File: src/rtl/io_console.sv
// User-side I/O responder for IN/OUT instructions: debounced enter button with switch capture,
// and a display holding register with a valid/ack handshake and sticky overrun flag.
module io_console #(
   parameter int unsigned DATA_W       = 8,
   parameter int unsigned DEBOUNCE_CYC = 16,
   parameter int unsigned SYNC_STAGES  = 2
) (
   input  logic              clk,
   input  logic              rst_n,
   input  logic              read,
   input  logic              btn_raw,
   input  logic [DATA_W-1:0] sw_raw,
   output logic              enter,
   output logic [DATA_W-1:0] in_data,
   output logic              wait_user,
   input  logic              out_we,
   input  logic [DATA_W-1:0] out_din,
   output logic [DATA_W-1:0] display,
   output logic              out_valid,
   input  logic              out_ack,
   output logic              overrun
);

   localparam int unsigned CntW = $clog2(DEBOUNCE_CYC);
   localparam logic [CntW-1:0] CntMax = CntW'(DEBOUNCE_CYC - 1);

   typedef enum logic [2:0] {StIdle, StArm, StWaitPress, StAck, StRelease} stateT;

   logic [SYNC_STAGES-1:0] btnSync;
   logic [DATA_W-1:0]      swSync [SYNC_STAGES];
   logic                   btnS;
   logic [DATA_W-1:0]      swS;
   logic [CntW-1:0]        dbCnt;
   logic                   btnDb;
   logic                   btnDbPrev;
   logic                   btnRise;
   stateT                  stateQ;
   stateT                  stateD;
   logic                   capture;

   assign btnS    = btnSync[SYNC_STAGES-1];
   assign swS     = swSync[SYNC_STAGES-1];
   assign btnRise = btnDb & ~btnDbPrev;

   always_ff @(posedge clk or negedge rst_n) begin
      if (!rst_n) begin
         btnSync <= '0;
         for (int i = 0; i < int'(SYNC_STAGES); i++) swSync[i] <= '0;
      end else begin
         btnSync   <= {btnSync[SYNC_STAGES-2:0], btn_raw};
         swSync[0] <= sw_raw;
         for (int i = 1; i < int'(SYNC_STAGES); i++) swSync[i] <= swSync[i-1];
      end
   end

   // Debounced state only flips after DEBOUNCE_CYC consecutive disagreeing samples.
   always_ff @(posedge clk or negedge rst_n) begin
      if (!rst_n) begin
         dbCnt     <= '0;
         btnDb     <= 1'b0;
         btnDbPrev <= 1'b0;
      end else begin
         btnDbPrev <= btnDb;
         if (btnS != btnDb) begin
            if (dbCnt == CntMax) begin
               btnDb <= ~btnDb;
               dbCnt <= '0;
            end else begin
               dbCnt <= dbCnt + CntW'(1);
            end
         end else begin
            dbCnt <= '0;
         end
      end
   end

   always_comb begin
      stateD  = stateQ;
      capture = 1'b0;
      unique case (stateQ)
         StIdle:      if (read) stateD = StArm;
         StArm: begin
            if (!read)       stateD = StIdle;
            else if (!btnDb) stateD = StWaitPress;
         end
         StWaitPress: begin
            if (!read) begin
               stateD = StIdle;
            end else if (btnRise) begin
               stateD  = StAck;
               capture = 1'b1;
            end
         end
         StAck:       stateD = StRelease;
         StRelease:   if (!btnDb) stateD = StIdle;
         default:     stateD = StIdle;
      endcase
   end

   // Outputs are registered from the next state so they line up with the state register.
   always_ff @(posedge clk or negedge rst_n) begin
      if (!rst_n) begin
         stateQ    <= StIdle;
         enter     <= 1'b0;
         wait_user <= 1'b0;
         in_data   <= '0;
      end else begin
         stateQ    <= stateD;
         enter     <= (stateD == StAck);
         wait_user <= (stateD == StArm) || (stateD == StWaitPress);
         if (capture) in_data <= swS;
      end
   end

   always_ff @(posedge clk or negedge rst_n) begin
      if (!rst_n) begin
         display   <= '0;
         out_valid <= 1'b0;
         overrun   <= 1'b0;
      end else begin
         if (out_we) begin
            display   <= out_din;
            out_valid <= 1'b1;
            if (out_valid && !out_ack) overrun <= 1'b1;
         end else if (out_ack) begin
            out_valid <= 1'b0;
         end
      end
   end

endmodule

File: config.mk
export PLATFORM = sky130hd
export DESIGN_NAME = io_console
export DESIGN_NICKNAME = d
export VERILOG_FILES = /design/src/rtl/io_console.sv
export SDC_FILE = /design/constraint.sdc
export NUM_CORES = 1
export LEC_CHECK = 0
export ABC_AREA = 1
export CAP_MARGIN = 20
export CORE_UTILIZATION = 50
export DETAILED_ROUTE_END_ITERATION = 8
export PLACE_DENSITY = 0.81
export SLEW_MARGIN = 20
export SYNTH_ARGS = -nofsm -noshare
export SYNTH_HDL_FRONTEND = slang
export SYNTH_SLANG_ARGS = --single-unit
File: constraint.sdc
create_clock -name clk -period 1.5 [get_ports clk]
set_input_delay 0.225 -clock clk [delete_from_list [all_inputs] [get_ports clk]]
set_output_delay 0.225 -clock clk [all_outputs]
set_load 0.005 [all_outputs]
After elaboration in Yosys (flattened, before gate mapping)
Cells that the tools add are included.
{ "totals": {"romBits": 0, "register_bits": 47, "mem_count": 0, "latch_bits": 0, "ramBits": 0, "in_bits": 22} }
{ "classes": {"div": 0, "n_reduce_logical": 7, "n_lt_le_gt_ge": 0, "bitwise": 3, "eq_ne": 9, "n_shift": 0, "n_mul": 0, "n_mux": 14, "addsub": 1} }
{ "ops": {"columns": ["op", "n"], "rows": [
  ["3-bit two-way mux", 6],
  ["3-bit case mux with 5 select lines", 1],
  ["3-bit by 2-bit == test with 1-bit output (second input constant)", 4],
  ["4-bit two-way mux", 2],
  ["3-bit by 1-bit == test with 1-bit output (second input constant)", 2],
  ["1-bit two-way mux", 5],
  ["4-bit by 1-bit adder with 4-bit output (second input constant)", 1],
  ["4-bit == test (second input constant)", 1],
  ["2-bit AND reduction", 2],
  ["3-bit == test (second input constant)", 1],
  ["3-bit logical NOT", 1],
  ["1-bit inverter", 2],
  ["2-bit nonzero test", 1],
  ["1-bit AND", 1],
  ["1-bit logical AND", 1],
  ["1-bit logical NOT", 1],
  ["1-bit logical OR", 1],
  ["1-bit != test", 1]
]} }

Depth between registers and ports, before layout
{ "logic_depth": {"depth_word": 7, "ltp_mapped": 7} }

Least setup slack after synthesis
No wires, ideal clock.
{ "synth_timing": {"path_kind": "flip-flop to flip-flop", "from": "reg stateQ[2]", "to": "reg in_data[0]", "slack_ns": 0.531, "arrival_time_ns": 0.904, "setup_time_ns": 0.065, "stages_incl_launch_ff": 8, "cell_sequence": "dfrtp_1 > inv_2 > nand3_4 > nor2_4 > nand2_4 > clkinv_4 > nand2_1 > nand2_1"} }
{ "synth_via": {"elab_chain_cells": 2} }
{ "synth_lines": {"columns": ["element", "line_no", "rtl"], "rows": [
  ["start: declaration", "37", "stateT stateQ;"],
  ["start signal: assignment", "103", "stateQ <= StIdle;"],
  ["start signal: assignment", "108", "stateQ <= stateD;"],
  ["3-bit by 2-bit == test with 1-bit output", "80", "unique case (stateQ)"],
  ["1-bit two-way mux", "80", null],
  ["end signal: assignment", "111", "if (capture) in_data <= swS;"],
  ["end: declaration", "14", "output logic [DATA_W-1:0] in_data,"]
]} }
Every way passes these cells.
A chain may end at the register's enable or synchronous reset.

Final worst setup path
{ "layout_timing": {"from": "reg out_valid", "to": "out out_valid"} }
{ "layout_lines": {"columns": ["element", "line_no", "rtl"], "rows": [
  ["start: declaration", "19", "output logic out_valid,"],
  ["start signal: assignment", "118", "out_valid <= 1'b0;"],
  ["start signal: assignment", "123", "out_valid <= 1'b1;"],
  ["start signal: assignment", "126", "out_valid <= 1'b0;"]
]} }
No word-level cell between the ends.

==> impl_metrics.json <==
{
  "status": "completed",
  "finalCritPeriodShare": 0.972,
  "ys_seq_elements": 47,
  "numCtsBuffers": 5,
  "cp_top_family": "buffers and inverters",
  "crit_arrival_ns": 1.23,
  "relSlewSlack": 0.688,
  "start_kind": "flop",
  "antenna_found_initial": 0,
  "utilization": 0.761,
  "p_leak_nw": 1.38,
  "grtUsageTotal": 0.205,
  "cts_tree": "built",
  "syn_area_per_cell_sq_um": 11.1,
  "ioPinCount": 42,
  "p_per_area_nw_per_um2": 1120,
  "dr_wl_met2_um": 1760,
  "core_area_sq_um": 3080,
  "area_growth_syn_to_layout_pct": 43.1,
  "dp.cells": 234,
  "grt_pass1_wl_um": 5070,
  "hold_violations": 0,
  "clock_latency_ns": 0.35,
  "cp.required_ns": 1.27,
  "final_antenna_net_count": 0,
  "grt_max_degree": 29,
  "path_class": "flop to output pin",
  "placed_cell_area_sq_um": 2120,
  "gp_congestion": 0.710,
  "cts_max_path_buffers": 2,
  "path_buf_inv": 1,
  "end_kind": "output pin",
  "critPathMaxStageDelay_ns": 0.50,
  "min_period_ns": 1.46,
  "p_total_mw": 2.63,
  "whs_ns": 0.291,
  "die_w_um": 59.2,
  "n_antenna_cell": 0,
  "wl_per_cell_um": 13.0,
  "maxCapViolCount": 0,
  "met3_length_um": 167,
  "grt_pass1_vias": 1128,
  "wl_met1_um": 1270,
  "via_per_inst": 4.72,
  "stdcell_area_sq_um": 2340,
  "clk_pin_slew_worst_paths_ns": 0.13,
  "layout-drive-gt1-share": 0.135,
  "nNetsFinal": 230,
  "holdCritPathClass": "primary input to flop",
  "core.rowCount": 20,
  "path_cells": "clkdlybuf4s50_1",
  "final_cell_mix": "55 x nand2_1, 47 x dfrtp_1, 24 x clkdlybuf4s50_1",
  "cts_htree_levels": 2,
  "numPortBuffers": 41,
  "syn_inst": 148,
  "syn_area_sq_um": 1640,
  "first_pass_iters": 5,
  "seq_area_frac_synth": 0.719,
  "hpwl_um": 2070,
  "tns_ns": 0,
  "clock-sinks": 47,
  "layout_commonest_cell": "nand2_1",
  "pre_cts_ws_ns": 0.261,
  "worstPathMaxFanout": 2,
  "cts_root_buf": "clkbuf_4",
  "finalNonFillerCells": 252,
  "drt_iter0_markers": 33,
  "drc_errors": 0,
  "grt.overflow.total": 0,
  "max_freq_ghz": 0.686,
  "crit_slowest_cell": "clkdlybuf4s50_1",
  "tightestPinTransition_ns": 0.468,
  "peakVddDrop_uv": 747,
  "setup_violations": 0,
  "top_layer_used": "met4",
  "fin_ws_ns": 0.0417,
  "ys_types": 24,
  "initial_utilization": 0.532,
  "fin_skew_ns": 0.00512,
  "synthesis.nets": 171,
  "drt-total-wl_um": 3260,
  "via_count": 1189,
  "die_h_um": 59.2,
  "dieArea_sq_um": 3510,
  "yosys_warnings": 0,
  "slew_viol_final": 0
}
[metal layers]
| metal | up-vias | global-route usage |
|---|---|---|
| met5 | - | 0 |
| met4 | 0 | 0.0918 |
| met3 | 8 | 0.0677 |
| met2 | 46 | 0.345 |
| met1 | 566 | 0.239 |
| li1 | 569 | - |
[Yosys cell counts, drive strengths merged]
cell	number	area (sq um)
nand2	57	224
buf	1	5.00
clkinv	2	12.5
xnor2	1	8.76
o21ai	3	15.0
inv	10	37.5
ha	1	12.5
nand2b	1	6.26
dfrtp	47	1180
nand3	6	42.5
o31ai	1	7.51
nor2	14	62.6
a21oi	1	5.00
nor3	1	5.00
o21bai	1	7.51
xor2	1	8.76
[state kept, by name (all words and copies together) (netlist names)]
signal     flops
btnDbPrev      1
in_data        8
dbCnt          4
wait_user      1
enter          1
btnDb          1
display        8
swSync         8
stateQ         3
swS            8
out_valid      1
overrun        1
btnSync        2
[final cells by class]
type / count / area (sq um)
flip-flops and latches: 47 / 1180
well taps: 44 / 55.1
inverters: 12 / 50.0
clock inverters: 3 / 67.6
repair buffers: 53 / 551
multi-input cells: 88 / 405
fillers: 190 / 736
clock buffers: 5 / 37.5
[power breakdown]
part	switching, mW	leakage, nW	total, mW	internal [mW]
sequential	0.0431	0.586	1.39	1.34
clock	0.393	0.0514	0.911	0.518
combinational	0.162	0.738	0.335	0.173
total	0.598	1.38	2.63	2.03
[what timing repair did]
item | CTS | global route
setup endpoints to repair | 2 | 17
setup buffers | 2 | 7
endpoints found under the hold margin | 19 | 0
hold buffers | 1 | 0
gates resized for setup | 0 | 16
[final timing paths]
path,from,to,slack [ns],cells after the start
max,out_valid$_DFFE_PN0P_,out_valid,0.04,1
min,sw_raw[7],swSync[15]$_DFF_PN0_,0.29,1
max reg2reg,stateQ[2]$_DFF_PN0_,in_data[1]$_DFFE_PN0P_,0.34,7
min reg2reg,swSync[11]$_DFF_PN0_,swS[3]$_DFF_PN0_,0.36,0
max in group asynchronous,rst_n,in_data[6]$_DFFE_PN0P_,0.66,3
min in group asynchronous,rst_n,in_data[0]$_DFFE_PN0P_,0.35,2
[cells by family (layout without fill, tap and decap cells)]
group / Yosys count / in the layout / synth area share
compound gates: 6 / 6 / 0.0214
xor+xnor: 2 / 2 / 0.0107
fa+ha+maj: 1 / 1 / 0.00764
buf+inv: 13 / 73 / 0.0336
flops: 47 / 47 / 0.719
simple gates: 79 / 79 / 0.208
Power figures use the tool's default switching activity.
